--- src/rtl/tabla_pkg.sv ---
// Shared encodings for the PE-array slot logic: relay FSM states and memory namespace codes.
package tabla_pkg;

  typedef enum logic [1:0] {
    ST_IDLE  = 2'd0,
    ST_RUN   = 2'd1,
    ST_DRAIN = 2'd2
  } relay_state_e;

  localparam int NS_INST   = 0;
  localparam int NS_DATA   = 1;
  localparam int NS_WEIGHT = 2;
  localparam int NS_META   = 3;

endpackage

--- src/rtl/relay_fifo.sv ---
// Circular relay buffer with registered output stage; an empty FIFO forwards the
// incoming word straight to the output register so relay latency stays at one cycle.
module relay_fifo #(
  parameter int dataLen      = 16,
  parameter int fifoDepthLog = 2
) (
  input  logic               clk,
  input  logic               reset,
  input  logic               push_i,
  input  logic [dataLen-1:0] din_i,
  input  logic               pop_en_i,
  output logic [dataLen-1:0] dout_o,
  output logic               dout_v_o,
  output logic               empty_o,
  output logic               ovf_o
);

  localparam int DEPTH = 1 << fifoDepthLog;
  localparam int CW    = fifoDepthLog + 1;

  logic [dataLen-1:0]      mem_q [DEPTH];
  logic [fifoDepthLog-1:0] wr_ptr_q, rd_ptr_q;
  logic [CW-1:0]           cnt_q, cnt_d;
  logic [dataLen-1:0]      dout_q;
  logic                    dout_v_q;
  logic                    full, pop, wr, rd;

  assign empty_o = (cnt_q == '0);
  assign full    = (cnt_q == CW'(DEPTH));
  assign pop     = pop_en_i && (!empty_o || push_i);
  // A pushed word is stored unless it bypasses an empty FIFO or hits a full one with no pop.
  assign wr      = push_i && (pop ? !empty_o : !full);
  assign rd      = pop && !empty_o;
  assign ovf_o   = push_i && full && !pop;
  assign cnt_d   = cnt_q + CW'(wr) - CW'(rd);

  always_ff @(posedge clk) begin
    if (wr) mem_q[wr_ptr_q] <= din_i;
  end

  always_ff @(posedge clk or negedge reset) begin
    if (!reset) begin
      wr_ptr_q <= '0;
      rd_ptr_q <= '0;
      cnt_q    <= '0;
      dout_q   <= '0;
      dout_v_q <= 1'b0;
    end else begin
      cnt_q    <= cnt_d;
      dout_v_q <= pop;
      if (wr) wr_ptr_q <= wr_ptr_q + 1'b1;
      if (rd) rd_ptr_q <= rd_ptr_q + 1'b1;
      if (pop) dout_q <= empty_o ? din_i : mem_q[rd_ptr_q];
    end
  end

  assign dout_o   = dout_q;
  assign dout_v_o = dout_v_q;

endmodule

--- src/rtl/pe_relay.sv ---
// Empty-PE slot: relays PE/PU neighbour chains and emulates instruction-loop timing.
// Optional PE_RELAY_STATUS_EN adds sticky overflow flags and meta-namespace status readback.
module pe_relay
  import tabla_pkg::*;
#(
  parameter int peId              = 0,
  parameter int puId              = 0,
  parameter int dataLen           = 16,
  parameter int memDataLen        = 16,
  parameter int logMemNamespaces  = 2,
  parameter int logNumPeMemColumn = 2,
  parameter int peBusIndexLen     = 3,
  parameter int gbBusIndexLen     = 3,
  parameter int fifoDepthLog      = 2,
  parameter int instCntLen        = 8
) (
  input  logic                         clk,
  input  logic                         reset,
  input  logic                         start,
  input  logic                         mem_wrt_valid,
  input  logic                         mem_weight_rd_valid,
  input  logic [logNumPeMemColumn-1:0] peId_mem_in,
  input  logic [logMemNamespaces-1:0]  mem_data_type,
  input  logic [memDataLen-1:0]        mem_data_input,
  output logic [memDataLen-1:0]        mem_data_output,
  output logic                         inst_eol,
  input  logic [dataLen-1:0]           pe_neigh_data_in,
  input  logic                         pe_neigh_data_in_v,
  input  logic [dataLen-1:0]           pu_neigh_data_in,
  input  logic                         pu_neigh_data_in_v,
  input  logic [dataLen-1:0]           pe_bus_data_in,
  input  logic                         pe_bus_data_in_v,
  input  logic [dataLen-1:0]           gb_bus_data_in,
  input  logic                         gb_bus_data_in_v,
  output logic [dataLen-1:0]           pe_neigh_data_out,
  output logic                         pe_neigh_data_out_v,
  output logic [dataLen-1:0]           pu_neigh_data_out,
  output logic                         pu_neigh_data_out_v,
  output logic [dataLen-1:0]           pe_bus_data_out,
  output logic [peBusIndexLen-1:0]     pe_bus_data_out_v,
  output logic [dataLen-1:0]           gb_bus_data_out,
  output logic [gbBusIndexLen-1:0]     gb_bus_data_out_v,
  input  logic                         pe_bus_contention,
  input  logic                         gb_bus_contention
);

  localparam logic [logNumPeMemColumn-1:0] PE_COL = logNumPeMemColumn'(peId);

  relay_state_e            state_q, state_d;
  logic [instCntLen-1:0]   inst_cnt_q, loop_cnt_q, loop_cnt_d;
  logic                    inst_eol_q, inst_eol_d;
  logic                    pe_match, inst_wr, active;
  logic                    pe_empty, pu_empty, pe_ovf, pu_ovf;

  assign pe_match = (peId_mem_in == PE_COL);
  assign inst_wr  = mem_wrt_valid && pe_match &&
                    (mem_data_type == logMemNamespaces'(NS_INST));

  always_ff @(posedge clk or negedge reset) begin
    if (!reset) inst_cnt_q <= '0;
    else if (inst_wr && inst_cnt_q != '1) inst_cnt_q <= inst_cnt_q + 1'b1;
  end

  always_ff @(posedge clk or negedge reset) begin
    if (!reset) begin
      state_q    <= ST_IDLE;
      loop_cnt_q <= '0;
      inst_eol_q <= 1'b0;
    end else begin
      state_q    <= state_d;
      loop_cnt_q <= loop_cnt_d;
      inst_eol_q <= inst_eol_d;
    end
  end

  always_comb begin
    state_d    = state_q;
    loop_cnt_d = loop_cnt_q;
    case (state_q)
      ST_IDLE: if (start) begin
        state_d    = ST_RUN;
        loop_cnt_d = inst_cnt_q;
      end
      ST_RUN: begin
        if (loop_cnt_q == '0) state_d = ST_DRAIN;
        else loop_cnt_d = loop_cnt_q - 1'b1;
      end
      ST_DRAIN: if (pe_empty && pu_empty) state_d = ST_IDLE;
      default: state_d = ST_IDLE;
    endcase
  end

  // EOL is registered, so it is raised one cycle ahead of the RUN cycle where loop_cnt hits 0.
  always_comb begin
    active     = (state_q == ST_RUN) || (state_q == ST_DRAIN);
    inst_eol_d = ((state_q == ST_IDLE) && start && (inst_cnt_q == '0)) ||
                 ((state_q == ST_RUN) && (loop_cnt_q == instCntLen'(1)));
  end

  assign inst_eol = inst_eol_q;

  relay_fifo #(.dataLen(dataLen), .fifoDepthLog(fifoDepthLog)) u_pe_fifo (
    .clk      (clk),
    .reset    (reset),
    .push_i   (pe_neigh_data_in_v),
    .din_i    (pe_neigh_data_in),
    .pop_en_i (active),
    .dout_o   (pe_neigh_data_out),
    .dout_v_o (pe_neigh_data_out_v),
    .empty_o  (pe_empty),
    .ovf_o    (pe_ovf)
  );

  relay_fifo #(.dataLen(dataLen), .fifoDepthLog(fifoDepthLog)) u_pu_fifo (
    .clk      (clk),
    .reset    (reset),
    .push_i   (pu_neigh_data_in_v),
    .din_i    (pu_neigh_data_in),
    .pop_en_i (active),
    .dout_o   (pu_neigh_data_out),
    .dout_v_o (pu_neigh_data_out_v),
    .empty_o  (pu_empty),
    .ovf_o    (pu_ovf)
  );

  assign pe_bus_data_out   = '0;
  assign pe_bus_data_out_v = '0;
  assign gb_bus_data_out   = '0;
  assign gb_bus_data_out_v = '0;

`ifdef PE_RELAY_STATUS_EN
  logic                  ovf_pe_q, ovf_pu_q, meta_rd;
  logic [memDataLen-1:0] mem_rd_q;

  assign meta_rd = mem_weight_rd_valid && pe_match &&
                   (mem_data_type == logMemNamespaces'(NS_META));

  always_ff @(posedge clk or negedge reset) begin
    if (!reset) begin
      ovf_pe_q <= 1'b0;
      ovf_pu_q <= 1'b0;
      mem_rd_q <= '0;
    end else begin
      if (pe_ovf) ovf_pe_q <= 1'b1;
      if (pu_ovf) ovf_pu_q <= 1'b1;
      mem_rd_q <= meta_rd ? memDataLen'({ovf_pu_q, ovf_pe_q, inst_cnt_q}) : '0;
    end
  end

  assign mem_data_output = mem_rd_q;

  logic unused_ign;
  assign unused_ign = ^{mem_data_input, pe_bus_data_in, pe_bus_data_in_v, gb_bus_data_in,
                        gb_bus_data_in_v, pe_bus_contention, gb_bus_contention};
`else
  assign mem_data_output = '0;

  logic unused_ign;
  assign unused_ign = ^{mem_data_input, pe_bus_data_in, pe_bus_data_in_v, gb_bus_data_in,
                        gb_bus_data_in_v, pe_bus_contention, gb_bus_contention,
                        mem_weight_rd_valid, pe_ovf, pu_ovf};
`endif

endmodule
--- config.mk ---
export PLATFORM = sky130hd
export DESIGN_NAME = pe_relay
export DESIGN_NICKNAME = d
export VERILOG_FILES = /design/src/rtl/tabla_pkg.sv /design/src/rtl/relay_fifo.sv /design/src/rtl/pe_relay.sv
export SDC_FILE = /design/constraint.sdc
export NUM_CORES = 1
export LEC_CHECK = 0
export ABC_CLOCK_PERIOD_IN_PS = 2800
export BUFFER_PORTS_ARGS = -buffer_cell sky130_fd_sc_hd__buf_2
export CORE_ASPECT_RATIO = 0.8
export CORE_MARGIN = 5
export CORE_UTILIZATION = 35
export DETAILED_ROUTE_END_ITERATION = 8
export PLACE_DENSITY = 0.63
export SYNTH_ARGS = -nofsm -noshare
export SYNTH_HDL_FRONTEND = slang
export SYNTH_SLANG_ARGS = --single-unit
--- constraint.sdc ---
create_clock -name clk -period 2.8 [get_ports clk]
set_clock_uncertainty 0.15 [all_clocks]
set_input_delay 0.56 -clock clk [delete_from_list [all_inputs] [get_ports clk]]
set_output_delay 0.56 -clock clk [all_outputs]
set_load 0.02 [all_outputs]
==> flow_results.xml <==
<?xml version="1.0" encoding="UTF-8"?>
<metrics>
  <group name="status">
    <metric name="outcome" unit="">completed</metric>
  </group>
  <group name="grt">
    <metric name="grt_max_degree" unit="">36</metric>
    <metric name="grt_usage" unit="">0.127</metric>
    <metric name="antenna_found_initial" unit="">2</metric>
    <metric name="grt_remaining_overflow" unit="">0</metric>
    <metric name="grt_first_pass_wirelength" unit="mm">26.7</metric>
    <metric name="grt_pass1_vias" unit="">4757</metric>
  </group>
  <group name="setup_path">
    <metric name="crit_fanout" unit="">16</metric>
    <metric name="worst_setup_path_end_kind" unit="">flip-flop</metric>
    <metric name="critPathLaunchType" unit="">flip-flop</metric>
    <metric name="worst_r2r_startpoint" unit="">state_q[0]$_DFFE_PN0P_</metric>
    <metric name="timing.critical_path.buf_inv" unit="">1</metric>
    <metric name="critical-path-top-delay-family" unit="">simple AND/OR/NAND/NOR gates</metric>
    <metric name="crit_type" unit="">flip-flop to flip-flop</metric>
    <metric name="worst_ep_required_time" unit="ns">2.70</metric>
    <metric name="critical_path_at" unit="ns">2.53</metric>
    <metric name="critical-path-max-stage-delay" unit="ns">0.79</metric>
    <metric name="regToRegSetupSlack" unit="ns">0.18</metric>
    <metric name="worstSetupStartpoint" unit="">state_q[0]$_DFFE_PN0P_</metric>
    <metric name="critPathSlowestCell" unit="">and2_1</metric>
    <metric name="list_of_cells_traversed_by_the_critical_path" unit="">inv_1, ha_1, xnor2_1, o31a_1, and2_1</metric>
    <metric name="cp_num_cells" unit="">5</metric>
    <metric name="ff2ff_path_depth" unit="">5</metric>
    <metric name="r2r-end" unit="">u_pe_fifo.mem_q[1][12]$_DFFE_PP_</metric>
    <metric name="endpoint" unit="">u_pe_fifo.mem_q[1][12]$_DFFE_PP_</metric>
  </group>
  <group name="logic_synthesis">
    <metric name="number_of_flops_mapped_to_enable_cells_by_yosys" unit="">128</metric>
    <metric name="synth.yosys.warnings" unit="">0</metric>
    <metric name="synth-seq-cells" unit="">195</metric>
    <metric name="synth_area_per_cell" unit="um2">14.8</metric>
    <metric name="netlist_area" unit="um2">8390</metric>
    <metric name="syn_inst" unit="">567</metric>
    <metric name="synth_cell_types" unit="">44</metric>
    <metric name="seq_area_frac_synth" unit="">0.658</metric>
    <metric name="postSynth.topFlopCell" unit="">edfxtp_1</metric>
    <metric name="synth_async_sr_flop_share" unit="">0.344</metric>
  </group>
  <group name="routing">
    <metric name="post_drt_via_cell_ratio" unit="">4.81</metric>
    <metric name="dr.pass1.iters" unit="">4</metric>
    <metric name="route.detailed.wl_per_inst" unit="um">17.2</metric>
    <metric name="drtIter0Drc" unit="">317</metric>
    <metric name="routed-via-count" unit="">4710</metric>
    <metric name="route.antenna.remaining_nets" unit="">0</metric>
    <metric name="remaining_drc_errors" unit="">0</metric>
    <metric name="drt-total-wl" unit="mm">16.9</metric>
  </group>
  <group name="timing">
    <metric name="final.min_clock_period" unit="ns">2.62</metric>
    <metric name="final-max-slew-violation-count" unit="">0</metric>
    <metric name="finalHoldWorstSlack" unit="ns">0.191</metric>
    <metric name="rsz0062_at_grt" unit="">false</metric>
    <metric name="worst_max_slew_pin_slew" unit="ns">0.933</metric>
    <metric name="final_critical_path_setup_slack" unit="ns">0.177</metric>
    <metric name="fin_setup_tns" unit="ns">0</metric>
    <metric name="setup_viol" unit="">0</metric>
    <metric name="max_freq" unit="MHz">381</metric>
    <metric name="final_min_period_over_clock_period" unit="">0.937</metric>
    <metric name="final-hold-violation-count" unit="">0</metric>
    <metric name="slew_headroom" unit="">0.378</metric>
  </group>
  <group name="clocking">
    <metric name="ctsHtreeMaxLevel" unit="">4</metric>
    <metric name="cts_buffers" unit="">17</metric>
    <metric name="tritoncts" unit="">built</metric>
    <metric name="clockRootBuffer" unit="">clkbuf_16</metric>
    <metric name="clock_insertion_delay_worst_skew" unit="ns">0.44</metric>
    <metric name="cts.sinks" unit="">195</metric>
    <metric name="clockBufferDepth" unit="">2</metric>
    <metric name="clk_pin_slew" unit="ns">0.09</metric>
  </group>
  <group name="floorplan">
    <metric name="boundaryPins" unit="">184</metric>
    <metric name="standard_cell_rows" unit="">50</metric>
    <metric name="die_height" unit="um">149</metric>
    <metric name="placeableCoreArea" unit="um2">23500</metric>
    <metric name="initial_core_util" unit="">0.357</metric>
    <metric name="die_width" unit="um">183</metric>
    <metric name="fp.dieArea" unit="um2">27200</metric>
  </group>
  <group name="finish">
    <metric name="post-route-util" unit="">0.411</metric>
    <metric name="num-nets-final" unit="">772</metric>
    <metric name="stdcell_count" unit="">979</metric>
    <metric name="layout-area-overhead-vs-synth" unit="%">15.1</metric>
    <metric name="share_of_final_layout_standard_cells_stronger_than_drive_strength_1" unit="">0.253</metric>
    <metric name="mostFrequentLayoutCell" unit="">edfxtp_1</metric>
    <metric name="final_cell_mix" unit="">edfxtp_1 (128), buf_2 (75), dfrtp_1 (67), conb_1 (54), nor2_1 (38)</metric>
    <metric name="insertedDiodeCount" unit="">0</metric>
  </group>
  <group name="pwr">
    <metric name="power_per_cell_area" unit="nW/um2">1190</metric>
    <metric name="worst_ir_drop_vdd" unit="mV">0.493</metric>
    <metric name="leakagePower" unit="nW">3.71</metric>
  </group>
  <group name="min_path">
    <metric name="worstHoldPathType" unit="">input pin to flip-flop</metric>
  </group>
  <group name="placed_design">
    <metric name="dpl.cell_count" unit="">946</metric>
    <metric name="placement.io_buffers" unit="">76</metric>
    <metric name="post-dp-hpwl" unit="mm">11.0</metric>
    <metric name="post-place-ws" unit="ns">0.0518</metric>
    <metric name="rd_place_congestion" unit="">0.730</metric>
  </group>
  <group name="run">
    <metric name="cap_viol_max_count" unit="">0</metric>
  </group>
</metrics>
## Yosys cell counts (2+ instances only)
| cell type | count | area (um2) |
|---|---|---|
| edfxtp_1 | 128 | 3840 |
| dfrtp_1 | 67 | 1680 |
| buf_4 | 54 | 405 |
| nor2_1 | 38 | 143 |
| mux4_2 | 32 | 721 |
| nand2_1 | 31 | 116 |
| a21oi_1 | 30 | 150 |
| o22ai_1 | 26 | 163 |
| ha_1 | 21 | 263 |
| inv_1 | 21 | 78.8 |
| clkbuf_1 | 19 | 71.3 |
| xnor2_1 | 15 | 131 |
| and2_1 | 10 | 62.6 |
| a31oi_1 | 9 | 56.3 |
| o21ai_0 | 8 | 40.0 |
| o22a_1 | 6 | 52.6 |
| buf_2 | 5 | 25.0 |
| nand3_1 | 4 | 20.0 |
| o21a_1 | 4 | 30.0 |
| xor2_1 | 4 | 35.0 |
| and3_1 | 3 | 18.8 |
| nand4_1 | 3 | 18.8 |
| or3_1 | 3 | 18.8 |
| fa_1 | 2 | 40.0 |
| nor3_2 | 2 | 20.0 |
| nor3b_1 | 2 | 15.0 |
| nor4_1 | 2 | 12.5 |
| o31a_1 | 2 | 17.5 |
## worst min-delay path by stage
stage / from / end / slack (ns) / cells past startpoint
finish: pu_neigh_data_in[6] / u_pu_fifo.mem_q[3][6]$_DFFE_PP_ / 0.19 / 1
global route: pu_neigh_data_in[4] / u_pu_fifo.mem_q[2][4]$_DFFE_PP_ / 0.18 / 1
global placement: u_pe_fifo.dout_o[0]$_DFFE_PN0N_ / u_pe_fifo.dout_o[0]$_DFFE_PN0N_ / 0.36 / 2
detailed placement: state_q[1]$_DFFE_PN0P_ / state_q[1]$_DFFE_PN0P_ / 0.36 / 1
floorplan: reset / inst_cnt_q[0]$_DFFE_PN0P_ / 0.11 / 0
CTS: pu_neigh_data_in[6] / u_pu_fifo.mem_q[2][6]$_DFFE_PP_ / 0.17 / 1
## worst register-to-register path, delay by kind of cell, from the launching register on
| family | cells | cell delay [ns] |
|---|---|---|
| and+or+nand+nor | 1 | 0.79 |
| adders and majority gates | 1 | 0.39 |
| DFF | 1 | 0.37 |
| AOI/OAI and AO/OA | 1 | 0.29 |
| xor gates and xnor gates | 1 | 0.17 |
| buffers and inverters | 1 | 0.08 |
## kinds of logic after synthesis
family / share of synthesized area
buffers and inverters: 0.0696
and+or+nand+nor: 0.0598
AOI/OAI and AO/OA: 0.0681
xor gates and xnor gates: 0.0198
DFF: 0.658
other: 0.000447
muxes: 0.0884
adders and majority gates: 0.0361
## timing repair
item,in CTS,in global routing
endpoints found under the hold margin,34,0
endpoints found under the setup margin,0,80
setup buffers,0,0
gates resized for setup,0,5
hold buffers,1,0
## state kept, by name, indices dropped and copies added, names as in the netlist, 2 cells and up
name and count:
state_q 2, u_pu_fifo.mem_q 64, u_pu_fifo.dout_o 16, u_pe_fifo.mem_q 64, loop_cnt_q 8, u_pu_fifo.wr_ptr_q 2, u_pe_fifo.wr_ptr_q 2, u_pe_fifo.rd_ptr_q 2
u_pu_fifo.cnt_q 3, u_pu_fifo.rd_ptr_q 2, u_pe_fifo.cnt_q 3, u_pe_fifo.dout_o 16, inst_cnt_q 8
## power breakdown
group | internal, mW | switching (mW)
clock network | 1.28 | 1.37
logic | 1.81 | 2.57
registers | 4.03 | 0.447
## stage by stage
step	total power, mW	instance area (um2)
2_1_floorplan	7.67	8590
3_3_place_gp	8.87	9000
3_5_place_dp	9.00	9000
4_1_cts	11.7	9660
5_1_grt	12.3	9660
6_report	11.5	9660
## metal layers
| metal | part of all wire | GRT usage | up-vias | wire length, um |
|---|---|---|---|---|
| met5 | 0.0016 | 0 | - | 27 |
| met4 | 0.0081 | 0.0313 | 4 | 136 |
| met3 | 0.047 | 0.0328 | 15 | 794 |
| met2 | 0.46 | 0.195 | 125 | 7830 |
| met1 | 0.48 | 0.181 | 2399 | 8090 |
| li1 | - | - | 2167 | - |
## layout make-up
| class | instances | area, um2 |
|---|---|---|
| clock buffers | 17 | 425 |
| well taps | 312 | 390 |
| clock inverters | 15 | 221 |
| inverters | 21 | 78.8 |
| multi-input cells | 325 | 2490 |
| flip-flops and latches | 195 | 5520 |
| repair buffers | 94 | 533 |
| fillers | 2174 | 13900 |
Note: power is estimated with default switching activity, not from simulation.
